<file path="src/rtl/cu_pkg.sv">
// Shared types and encodings for the multi-cycle RV32I control unit:
// FSM states, opcodes, ALU operation classes and datapath mux select codes.
package cu_pkg;

  typedef enum logic [3:0] {
    S_FETCH    = 4'd0,
    S_DECODE   = 4'd1,
    S_MEMADR   = 4'd2,
    S_MEMREAD  = 4'd3,
    S_MEMWB    = 4'd4,
    S_MEMWRITE = 4'd5,
    S_EXECR    = 4'd6,
    S_EXECI    = 4'd7,
    S_ALUWB    = 4'd8,
    S_BRANCH   = 4'd9,
    S_JAL      = 4'd10,
    S_TRAP     = 4'd11
  } state_e;

  typedef enum logic [1:0] {
    ALUOP_ADD   = 2'b00,
    ALUOP_SUB   = 2'b01,
    ALUOP_FUNCT = 2'b10
  } aluop_e;

  localparam logic [6:0] OP_LOAD   = 7'b0000011;
  localparam logic [6:0] OP_STORE  = 7'b0100011;
  localparam logic [6:0] OP_RTYPE  = 7'b0110011;
  localparam logic [6:0] OP_ITYPE  = 7'b0010011;
  localparam logic [6:0] OP_BRANCH = 7'b1100011;
  localparam logic [6:0] OP_JAL    = 7'b1101111;

  localparam logic [2:0] ALU_ADD = 3'b000;
  localparam logic [2:0] ALU_SUB = 3'b001;
  localparam logic [2:0] ALU_AND = 3'b010;
  localparam logic [2:0] ALU_OR  = 3'b011;
  localparam logic [2:0] ALU_SLT = 3'b101;

  localparam logic [1:0] RES_ALUOUT    = 2'b00;
  localparam logic [1:0] RES_READDATA  = 2'b01;
  localparam logic [1:0] RES_ALURESULT = 2'b10;

  localparam logic [1:0] SRCA_PC    = 2'b00;
  localparam logic [1:0] SRCA_OLDPC = 2'b01;
  localparam logic [1:0] SRCA_RD1   = 2'b10;

  localparam logic [1:0] SRCB_RD2  = 2'b00;
  localparam logic [1:0] SRCB_IMM  = 2'b01;
  localparam logic [1:0] SRCB_FOUR = 2'b10;

  localparam logic [1:0] IMM_I = 2'b00;
  localparam logic [1:0] IMM_S = 2'b01;
  localparam logic [1:0] IMM_B = 2'b10;
  localparam logic [1:0] IMM_J = 2'b11;

  // States that own the shared memory and therefore run the wait counter
  function automatic logic is_mem_state(input state_e s);
    return (s == S_FETCH) || (s == S_MEMREAD) || (s == S_MEMWRITE);
  endfunction

endpackage

</file>
<file path="src/rtl/multicycle_control_unit_alu_decoder.sv">
// Combinational ALU decoder: maps the FSM's ALU operation class plus the
// instruction funct fields onto the datapath ALUControl code.
module alu_decoder
  import cu_pkg::*;
#(
  parameter int ALUCTRL_W = 3
) (
  input  aluop_e               alu_op_i,
  input  logic [2:0]           funct3_i,
  input  logic                 funct7_5_i,
  input  logic                 op_5_i,
  output logic [ALUCTRL_W-1:0] alu_control_o
);

  logic [2:0] ctrl_s;

  always_comb begin
    ctrl_s = ALU_ADD;
    case (alu_op_i)
      ALUOP_ADD: ctrl_s = ALU_ADD;
      ALUOP_SUB: ctrl_s = ALU_SUB;
      ALUOP_FUNCT: begin
        case (funct3_i)
          // Only R-type distinguishes sub; addi with imm[10]=1 stays add
          3'b000:  ctrl_s = (op_5_i && funct7_5_i) ? ALU_SUB : ALU_ADD;
          3'b010:  ctrl_s = ALU_SLT;
          3'b110:  ctrl_s = ALU_OR;
          3'b111:  ctrl_s = ALU_AND;
          default: ctrl_s = ALU_ADD;
        endcase
      end
      default: ctrl_s = ALU_ADD;
    endcase
  end

  assign alu_control_o = ALUCTRL_W'(ctrl_s);

endmodule

</file>
<file path="src/rtl/multicycle_control_unit.sv">
// Multi-cycle RV32I control FSM with memory wait-state timeout.
// Optional feature macro CU_ILLEGAL_TRAP_EN: unknown opcodes lock the FSM in TRAP.
module multicycle_control_unit
  import cu_pkg::*;
#(
  parameter int ALUCTRL_W = 3,
  parameter int WAIT_W    = 4,
  parameter int TIMEOUT   = 15
) (
  input  logic                 clk,
  input  logic                 rst,
  input  logic [6:0]           Op,
  input  logic [2:0]           funct3,
  input  logic [6:0]           funct7,
  input  logic                 Zero,
  input  logic                 MemReady,
  output logic                 PCWrite,
  output logic                 AdrSrc,
  output logic                 MemRead,
  output logic                 MemWrite,
  output logic                 IRWrite,
  output logic                 RegWrite,
  output logic [1:0]           ResultSrc,
  output logic [1:0]           ALUSrcA,
  output logic [1:0]           ALUSrcB,
  output logic [1:0]           ImmSrc,
  output logic [ALUCTRL_W-1:0] ALUControl,
  output logic                 MemTimeout,
  output logic                 IllegalInstr
);

  state_e              state_q, state_d;
  logic [WAIT_W-1:0]   wait_q, wait_d;
  logic                illegal_q, illegal_d;
  logic                mem_state_s;
  logic                timeout_s;
  aluop_e              alu_op_s;
  logic                unused_funct7_s;

  assign unused_funct7_s = ^{funct7[6], funct7[4:0]};

  assign mem_state_s = is_mem_state(state_q);
  assign timeout_s   = mem_state_s && !MemReady && (wait_q == WAIT_W'(TIMEOUT));

  always_ff @(posedge clk) begin
    if (!rst) begin
      state_q   <= S_FETCH;
      wait_q    <= '0;
      illegal_q <= 1'b0;
    end else begin
      state_q   <= state_d;
      wait_q    <= wait_d;
      illegal_q <= illegal_d;
    end
  end

  always_comb begin
    state_d = state_q;
    case (state_q)
      S_FETCH:    state_d = MemReady ? S_DECODE : S_FETCH;
      S_DECODE: begin
        case (Op)
          OP_LOAD, OP_STORE: state_d = S_MEMADR;
          OP_RTYPE:          state_d = S_EXECR;
          OP_ITYPE:          state_d = S_EXECI;
          OP_BRANCH:         state_d = S_BRANCH;
          OP_JAL:            state_d = S_JAL;
`ifdef CU_ILLEGAL_TRAP_EN
          default:           state_d = S_TRAP;
`else
          default:           state_d = S_FETCH;
`endif
        endcase
      end
      S_MEMADR:   state_d = Op[5] ? S_MEMWRITE : S_MEMREAD;
      S_MEMREAD: begin
        if (MemReady)       state_d = S_MEMWB;
        else if (timeout_s) state_d = S_FETCH;
        else                state_d = S_MEMREAD;
      end
      S_MEMWB:    state_d = S_FETCH;
      S_MEMWRITE: state_d = (MemReady || timeout_s) ? S_FETCH : S_MEMWRITE;
      S_EXECR:    state_d = S_ALUWB;
      S_EXECI:    state_d = S_ALUWB;
      S_ALUWB:    state_d = S_FETCH;
      S_BRANCH:   state_d = S_FETCH;
      S_JAL:      state_d = S_ALUWB;
      S_TRAP:     state_d = S_TRAP;
      default:    state_d = S_FETCH;
    endcase
  end

  // Counter restarts on every state change and after a timeout re-FETCH
  always_comb begin
    if (timeout_s || (state_d != state_q)) begin
      wait_d = '0;
    end else if (mem_state_s && !MemReady) begin
      wait_d = wait_q + WAIT_W'(1);
    end else begin
      wait_d = wait_q;
    end
`ifdef CU_ILLEGAL_TRAP_EN
    illegal_d = illegal_q || (state_d == S_TRAP);
`else
    illegal_d = 1'b0;
`endif
  end

  always_comb begin
    PCWrite    = 1'b0;
    AdrSrc     = 1'b0;
    MemRead    = 1'b0;
    MemWrite   = 1'b0;
    IRWrite    = 1'b0;
    RegWrite   = 1'b0;
    ResultSrc  = RES_ALUOUT;
    ALUSrcA    = SRCA_PC;
    ALUSrcB    = SRCB_RD2;
    ImmSrc     = IMM_I;
    alu_op_s   = ALUOP_ADD;
    MemTimeout = 1'b0;
    if (!rst) begin
      MemTimeout = 1'b0;
    end else begin
      MemTimeout = timeout_s;
      case (state_q)
        S_FETCH: begin
          MemRead   = !timeout_s;
          ALUSrcB   = SRCB_FOUR;
          ResultSrc = RES_ALURESULT;
          IRWrite   = MemReady;
          PCWrite   = MemReady;
        end
        S_DECODE: begin
          ALUSrcA = SRCA_OLDPC;
          ALUSrcB = SRCB_IMM;
          ImmSrc  = IMM_B;
        end
        S_MEMADR: begin
          ALUSrcA = SRCA_RD1;
          ALUSrcB = SRCB_IMM;
          ImmSrc  = Op[5] ? IMM_S : IMM_I;
        end
        S_MEMREAD: begin
          AdrSrc  = 1'b1;
          MemRead = !timeout_s;
        end
        S_MEMWB: begin
          ResultSrc = RES_READDATA;
          RegWrite  = 1'b1;
        end
        S_MEMWRITE: begin
          AdrSrc   = 1'b1;
          MemWrite = !timeout_s;
        end
        S_EXECR: begin
          ALUSrcA  = SRCA_RD1;
          alu_op_s = ALUOP_FUNCT;
        end
        S_EXECI: begin
          ALUSrcA  = SRCA_RD1;
          ALUSrcB  = SRCB_IMM;
          alu_op_s = ALUOP_FUNCT;
        end
        S_ALUWB:  RegWrite = 1'b1;
        S_BRANCH: begin
          ALUSrcA  = SRCA_RD1;
          alu_op_s = ALUOP_SUB;
          case (funct3)
            3'b000:  PCWrite = Zero;
            3'b001:  PCWrite = !Zero;
            default: PCWrite = 1'b0;
          endcase
        end
        S_JAL: begin
          ALUSrcA = SRCA_OLDPC;
          ALUSrcB = SRCB_FOUR;
          PCWrite = 1'b1;
        end
        S_TRAP:   PCWrite = 1'b0;
        default:  PCWrite = 1'b0;
      endcase
    end
  end

  assign IllegalInstr = rst && illegal_q;

  alu_decoder #(
    .ALUCTRL_W(ALUCTRL_W)
  ) u_alu_decoder (
    .alu_op_i     (alu_op_s),
    .funct3_i     (funct3),
    .funct7_5_i   (funct7[5]),
    .op_5_i       (Op[5]),
    .alu_control_o(ALUControl)
  );

endmodule
</file>
<file path="config.mk">
export PLATFORM = sky130hd
export DESIGN_NAME = multicycle_control_unit
export DESIGN_NICKNAME = d
export VERILOG_FILES = /design/src/rtl/cu_pkg.sv /design/src/rtl/multicycle_control_unit_alu_decoder.sv /design/src/rtl/multicycle_control_unit.sv
export SDC_FILE = /design/constraint.sdc
export NUM_CORES = 1
export LEC_CHECK = 0
export ABC_AREA = 1
export ABC_CLOCK_PERIOD_IN_PS = 2100
export BUFFER_PORTS_ARGS = -buffer_cell sky130_fd_sc_hd__clkbuf_2
export CELL_PAD_IN_SITES_DETAIL_PLACEMENT = 1
export CELL_PAD_IN_SITES_GLOBAL_PLACEMENT = 1
export CORE_ASPECT_RATIO = 1.5
export CORE_MARGIN = 4
export CORE_UTILIZATION = 30
export DETAILED_ROUTE_END_ITERATION = 12
export PLACE_DENSITY = 0.78
export SETUP_SLACK_MARGIN = 0.4
export SLEW_MARGIN = 20
export SYNTH_ARGS = -nofsm -noshare
export SYNTH_HDL_FRONTEND = slang
export SYNTH_SLANG_ARGS = --single-unit
</file>
<file path="constraint.sdc">
create_clock -name clk -period 2.1 [get_ports clk]
set_clock_uncertainty 0.1 [all_clocks]
set_input_delay 0.21 -clock clk [delete_from_list [all_inputs] [get_ports clk]]
set_output_delay 0.21 -clock clk [all_outputs]
set_load 0.05 [all_outputs]
</file>
==> results of run 1 <==
-- stage by stage --
stage / TNS, ns / cells
detailed placement: -0.09794 / 232
CTS: 0 / 253
finish: -0.4565 / 263
global placement: -0.009791 / 232
global route: -1.057 / 263
floorplan: -0.05366 / 160
-- area by class of cell --
cell class / instances / share of cell area
multi-input cells: 120 / 0.5068
repair buffers: 63 / 0.3053
flip-flops and latches: 8 / 0.08477
inverters: 29 / 0.05713
well taps: 39 / 0.02396
clock buffers: 4 / 0.02211
-- Yosys cell counts --
cell type / instances / area, µm²
xor2_1: 3 / 26.28
nand3_4: 1 / 17.52
buf_6: 1 / 11.26
a21oi_1: 13 / 65.06
ha_1: 3 / 37.54
mux2i_1: 1 / 10.01
o21ai_0: 6 / 30.03
conb_1: 1 / 3.750
nand2_2: 3 / 18.77
nor3_1: 4 / 20.02
nand2_4: 1 / 11.26
a21oi_4: 1 / 16.27
a31oi_1: 2 / 12.51
nand3_1: 8 / 40.04
dfxtp_1: 8 / 160.2
nand2_1: 32 / 120.1
o21ai_2: 1 / 8.760
nand3_2: 2 / 20.02
clkbuf_1: 1 / 3.750
nor4_1: 1 / 6.260
nor2_1: 30 / 112.6
o22ai_1: 1 / 6.260
nand4_1: 2 / 12.51
nor2_2: 3 / 18.77
buf_4: 1 / 7.510
inv_1: 29 / 108.9
nor2_4: 1 / 11.26
-- power breakdown --
part | total (mW) | switching [mW] | internal (mW)
Sequential | 0.156 | 0.00415 | 0.152
Clock | 0.208 | 0.0751 | 0.133
Combinational | 0.237 | 0.159 | 0.0785
-- worst max-delay path by stage --
| stage | slack (ns) | cells after the start | from | to |
|---|---|---|---|---|
| detailed placement | -0.1 | 10 | state_q[0] | ALUControl[2] |
| finish | -0.11 | 10 | state_q[3] | ALUControl[2] |
| CTS | 0.04 | 10 | state_q[0] | ALUControl[2] |
| global route | -0.17 | 10 | state_q[0] | ALUControl[2] |
| global placement | -0.01 | 10 | state_q[0] | ALUControl[2] |
| floorplan | -0.05 | 9 | state_q[3] | ALUControl[2] |
-- registers in the layout, summed over array words and instances (netlist names) --
signal   count
wait_q       4
state_q      4
-- cells in the final DEF (no fill, tap or decap), types with 3 or more instances in the layout --
cell type	n
a21oi_4	8
nor2_2	11
buf_8	13
a21oi_1	5
buf_6	13
nand2_2	11
dfxtp_4	3
inv_2	8
clkbuf_2	14
nand2_1	20
clkbuf_8	5
dfxtp_1	4
o21ai_0	4
nand2_8	4
inv_4	3
nand3_4	4
nand3_1	6
nor2_4	15
nor2_1	8
inv_1	18
buf_4	19
xor2_1	3
-- routing by layer --
metal	up-vias	part of all wire
met3	36	0.056
li1	635	-
met2	84	0.52
met4	0	0.069
met1	712	0.35
met5	-	0
-- worst reg2reg max path, stage by stage (launching register included) --
cell and delay, ns:
dfxtp_4 0.36, buf_6 0.12, buf_6 0.12, nor2_4 0.18
buf_6 0.16, nand2_8 0.07, nand3_4 0.12, buf_6 0.12
a21oi_4 0.07, nand2_2 0.13, nand4_1 0.17, nand2_2 0.13
nand3_4 0.11, nor2_1 0.13
-- logic make-up (layout without fill, tap and decap cells) --
logic type / count (synthesis) / after routing / synth area share
AO/OA/AOI/OAI: 24 / 24 / 0.1514
buffers and inverters: 32 / 96 / 0.1432
other: 1 / 1 / 0.004089
AND/OR/NAND/NOR: 88 / 88 / 0.4461
flip-flops: 8 / 8 / 0.1746
XOR/XNOR: 3 / 3 / 0.02865
adder cells (fa/ha/maj): 3 / 3 / 0.04093
multiplexers: 1 / 1 / 0.01091
-- repair_timing --
| item | in CTS | in global routing |
|---|---|---|
| endpoints found under the setup margin | 22 | 25 |
| pin swaps | 26 | 17 |
| resized for setup | 93 | 60 |
| setup buffers | 17 | 10 |
==> run_results.csv, run 1 <==
group,metric,value,unit
run_status,outcome,"complete, but fails checks",
run_status,violations,"setup timing",
logic_synthesis,ys_warn_count,0,
clock_tree,clock-root-buffer,"clkbuf_8",
routing,first_pass_iters,4,
global_routing,grt_pass1_vias,1575,
placement,place_ws,-0.09794,ns
clock_tree,htreeDepth,1,
worst_setup_path,r2r_setup_slack,-0.07,ns
worst_setup_path,critPathKind,"reg -> out",
floorplanning,start_util,0.3149,
worst_setup_path,cp_top_family,"simple AND/OR/NAND/NOR gates",
worst_setup_path,critPathRequiredTime,1.79,ns
finish,fill_cells,331,
global_routing,grt_start_max_net_pins,15,
floorplanning,row_count,24,
floorplanning,die_y,75.72,µm
timing,grt_setup_unrepaired,"true",
clock_tree,tritoncts,"built",
worst_setup_path,path_max_fanout,3,
logic_synthesis,avgSynthCellArea,5.732,µm²
worst_setup_path,cp.buffers_inverters,5,
logic_synthesis,seq_area_frac_synth,0.1746,
clock_tree,clkTransAtPathRegs,0.05,ns
worst_setup_path,arrival,1.90,ns
timing,hold_violations,0,
timing,holdWs,0.2647,ns
routing,wl_per_cell,26.08,µm
worst_setup_path,slowest_stage,"dfxtp_4",
timing,min_period_over_period,1.052,
worst_hold_path,hp-start,"rst",
finish,finish.instance_area,2037,µm²
clock_tree,clock-sinks,8,
routing,num_vias,1467,
finish,ff_latch_area,172.7,µm²
worst_setup_path,path_cells,"inv_4, nor2_4, inv_4, nor2_4, inv_2, nor2_4, inv_2, ha_4, nor4_4, buf_12",
clock_tree,numCtsBuffers,3,
logic_synthesis,syn_area,917.1,µm²
placement,post_dp_cell_area,1222,µm²
routing,totalWireLength,6.858,mm
finish,multi_input_area,1032,µm²
timing,setup_viol,10,
routing,drtIter0Drc,43,
timing,worst_slack,-0.1091,ns
timing,max-slew-margin-rel,0.5690,
timing,slew_viol_final,0,
routing,via_per_inst,5.578,
clock_tree,cts_buffer_depth,2,
finish,fin_util,0.6993,
finish,layout-drive-gt1-share,0.6473,
worst_setup_path,timing.rr.start,"state_q[3]",
power_and_ir_drop,powerDensity,295.4,nW/µm²
logic_synthesis,yosysUniqueCellTypes,27,
timing,fmax,452.7,MHz
logic_synthesis,synth-seq-cells,8,
global_routing,grt_overflow,0,
placement,place.detailed.hpwl,2.777,mm
job,maxCapViolCount,0,
worst_setup_path,crit_top_cell,"nor2_4",
power_and_ir_drop,vdd_ir_drop_max,0.2686,mV
worst_setup_path,cpPeakStageDelay,0.37,ns
global_routing,antenna_found_initial,0,
clock_tree,hold_buffers,0,
global_routing,use_met3,0.05284,
worst_hold_path,hold_class,"in -> reg",
floorplanning,die-width,53.15,µm
finish,final_nets,249,
floorplanning,core-area,2913,µm²
routing,drc,0,
logic_synthesis,synth_nets,184,
worst_hold_path,min_to,"state_q[1]",
floorplanning,pin_count,40,
routing,detail-route-antenna-nets,0,
worst_setup_path,reg2reg_to,"wait_q[1]",
clock_tree,clk_latency,0.24,ns
placement,globalplace.congestion,0.8993,
logic_synthesis,synthCells,160,
worst_setup_path,end_kind,"output port",
placement,io_buffer_count,32,
timing,worst_pin_slew,0.6416,ns
finish,diodes,0,
worst_setup_path,worstSetupStartpointType,"register",
timing,finalCriticalPeriod,2.209,ns
floorplanning,dieArea,4024,µm²
global_routing,grt_pass1_wl,8.335,mm
finish,layout-area-overhead-vs-synth,122.1,%
global_routing,gr-max-usage-layer,"met2",
power_and_ir_drop,p_total,0.6017,mW
worst_setup_path,rr_worst_depth,13,
global_routing,met1_usage,0.2871,
global_routing,grt_usage,0.2898,
worst_hold_path,worstHoldPathCells,3,
global_routing,grt_use_met2,0.5345,
power_and_ir_drop,p_leak,0.8894,nW
No activity file was read; power rests on OpenSTA's default activity.
==> inputs of run 2 (changes only) <==
--- a/config.mk
+++ b/config.mk
@@ -14,7 +14,7 @@
 export CORE_MARGIN = 4
 export CORE_UTILIZATION = 30
 export DETAILED_ROUTE_END_ITERATION = 12
-export PLACE_DENSITY = 0.78
+export PLACE_DENSITY_LB_ADDON = 0.1
 export SETUP_SLACK_MARGIN = 0.4
 export SLEW_MARGIN = 20
 export SYNTH_ARGS = -nofsm -noshare
==> run_results.csv, run 2 (synthesized netlist as in run 1, its figures left out) <==
group,metric,value,unit
timing,worst_slack,-0.1329,ns
worst_setup_path,worstSetupStartpointType,"register",
global_routing,grt_overflow,0,
placement,globalplace.congestion,0.8179,
routing,via_per_inst,5.429,
global_routing,grt_pass1_wl,6.796,mm
timing,grt_setup_unrepaired,"true",
finish,layout-drive-gt1-share,0.6396,
floorplanning,die-width,53.15,µm
floorplanning,die_y,75.72,µm
worst_hold_path,hold_class,"in -> reg",
global_routing,grt_pass1_vias,1426,
placement,place_inst,239,
clock_tree,clock-root-buffer,"clkbuf_8",
placement,place_ws,0.02738,ns
power_and_ir_drop,vdd_ir_drop_max,0.1950,mV
finish,mostFrequentLayoutCells,"nand2_1 (25), inv_1 (18), buf_4 (18), nor2_4 (16), buf_6 (16)",
timing,slew_viol_final,0,
floorplanning,dieArea,4024,µm²
job,maxCapViolCount,0,
placement,io_buffer_count,32,
timing,setup-tns-final,-0.2151,ns
worst_setup_path,arrival,1.92,ns
global_routing,grt_start_max_net_pins,15,
clock_tree,cts_buffer_depth,2,
global_routing,grt_usage,0.2340,
routing,first_pass_iters,4,
clock_tree,clk_latency,0.24,ns
timing,setup_viol,3,
finish,instances_no_fill,261,
timing,fmax,447.9,MHz
finish,fin_util,0.6753,
finish,largest_registers,"state_q x4, wait_q x4",
power_and_ir_drop,powerDensity,310.0,nW/µm²
timing,min_period_over_period,1.063,
global_routing,antenna_found_initial,0,
finish,final_nets,247,
floorplanning,pin_count,40,
timing,hold_violations,0,
clock_tree,numCtsBuffers,3,
worst_setup_path,end_kind,"output port",
routing,totalWireLength,6.015,mm
routing,num_vias,1417,
floorplanning,start_util,0.3149,
finish,final_common_cell,"nand2_1",
timing,finalCriticalPeriod,2.233,ns
floorplanning,row_count,24,
routing,detail-route-antenna-nets,0,
run_status,violations,"setup timing",
worst_setup_path,critPathRequiredTime,1.79,ns
clock_tree,clock-sinks,8,
routing,drc,0,
finish,layout-area-overhead-vs-synth,114.5,%
placement,place.detailed.hpwl,2.763,mm
run_status,outcome,"complete, but fails checks",
worst_setup_path,critPathKind,"reg -> out",
clock_tree,tritoncts,"built",
power_and_ir_drop,p_leak,0.8511,nW
routing,drtIter0Drc,46,
clock_tree,htreeDepth,1,
clock_tree,clkTransAtPathRegs,0.05,ns
routing,wl_per_cell,23.05,µm
clock_tree,hold_buffers,0,
worst_setup_path,path_max_fanout,3,
finish,diodes,0,
floorplanning,core-area,2913,µm²
run 2: what timing repair did:
action / CTS / global route
setup endpoints to repair: 25 / 22
endpoints found under the hold margin: 0 / 0
setup buffers: 8 / 10
gates cloned: 0 / 0
pin swaps: 21 / 23
resized for setup: 82 / 69
run 2: metrics by stage:
step           area [µm²]  hold slack, ns  power (mW)
2_1_floorplan       991.0          0.2076      0.2609
3_3_place_gp         1275          0.3863      0.3030
3_5_place_dp         1275          0.3909      0.3078
4_1_cts              1653          0.1431      0.5364
5_1_grt              1967          0.2024      0.6256
6_report             1967          0.1948      0.6098
run 2: layout make-up:
class | count | area (µm²)
tap | 39 | 48.80
timing repair buffer | 61 | 585.6
inverter | 29 | 108.9
sequential | 8 | 172.7
fill | 347 | 945.9
clock buffer | 4 | 45.04
multi-input combinational | 120 | 1006
run 2: metal layers:
layer / wire, µm / part of all wire / track usage / vias up
li1: - / - / - / 631
met1: 2044 / 0.34 / 0.2235 / 697
met2: 3356 / 0.56 / 0.4724 / 61
met3: 204 / 0.034 / 0.02153 / 28
met4: 409 / 0.068 / 0.1250 / 0
met5: 0 / 0 / 0 / -
run 2: report_power, final:
group          internal [mW]  switching, mW
registers              0.152        0.00333
logic                 0.0845          0.158
clock network          0.133         0.0789
run 2: worst max-delay path, stage by stage, from the launching register on:
cell and delay, ns:
dfxtp_4 0.35, inv_2 0.05, nor2_4 0.12, inv_2 0.07, nor2_4 0.12, inv_2 0.07, nor2_4 0.13, inv_2 0.05
ha_4 0.23, nor4_4 0.30, buf_12 0.18
run 2: final timing paths:
check | from | to | slack [ns] | depth (start not counted)
min | rst | state_q[1] | 0.19 | 3
min reg2reg | wait_q[0] | wait_q[0] | 0.51 | 2
max reg2reg | state_q[0] | wait_q[2] | 0.04 | 14
max | state_q[3] | ALUControl[2] | -0.13 | 10
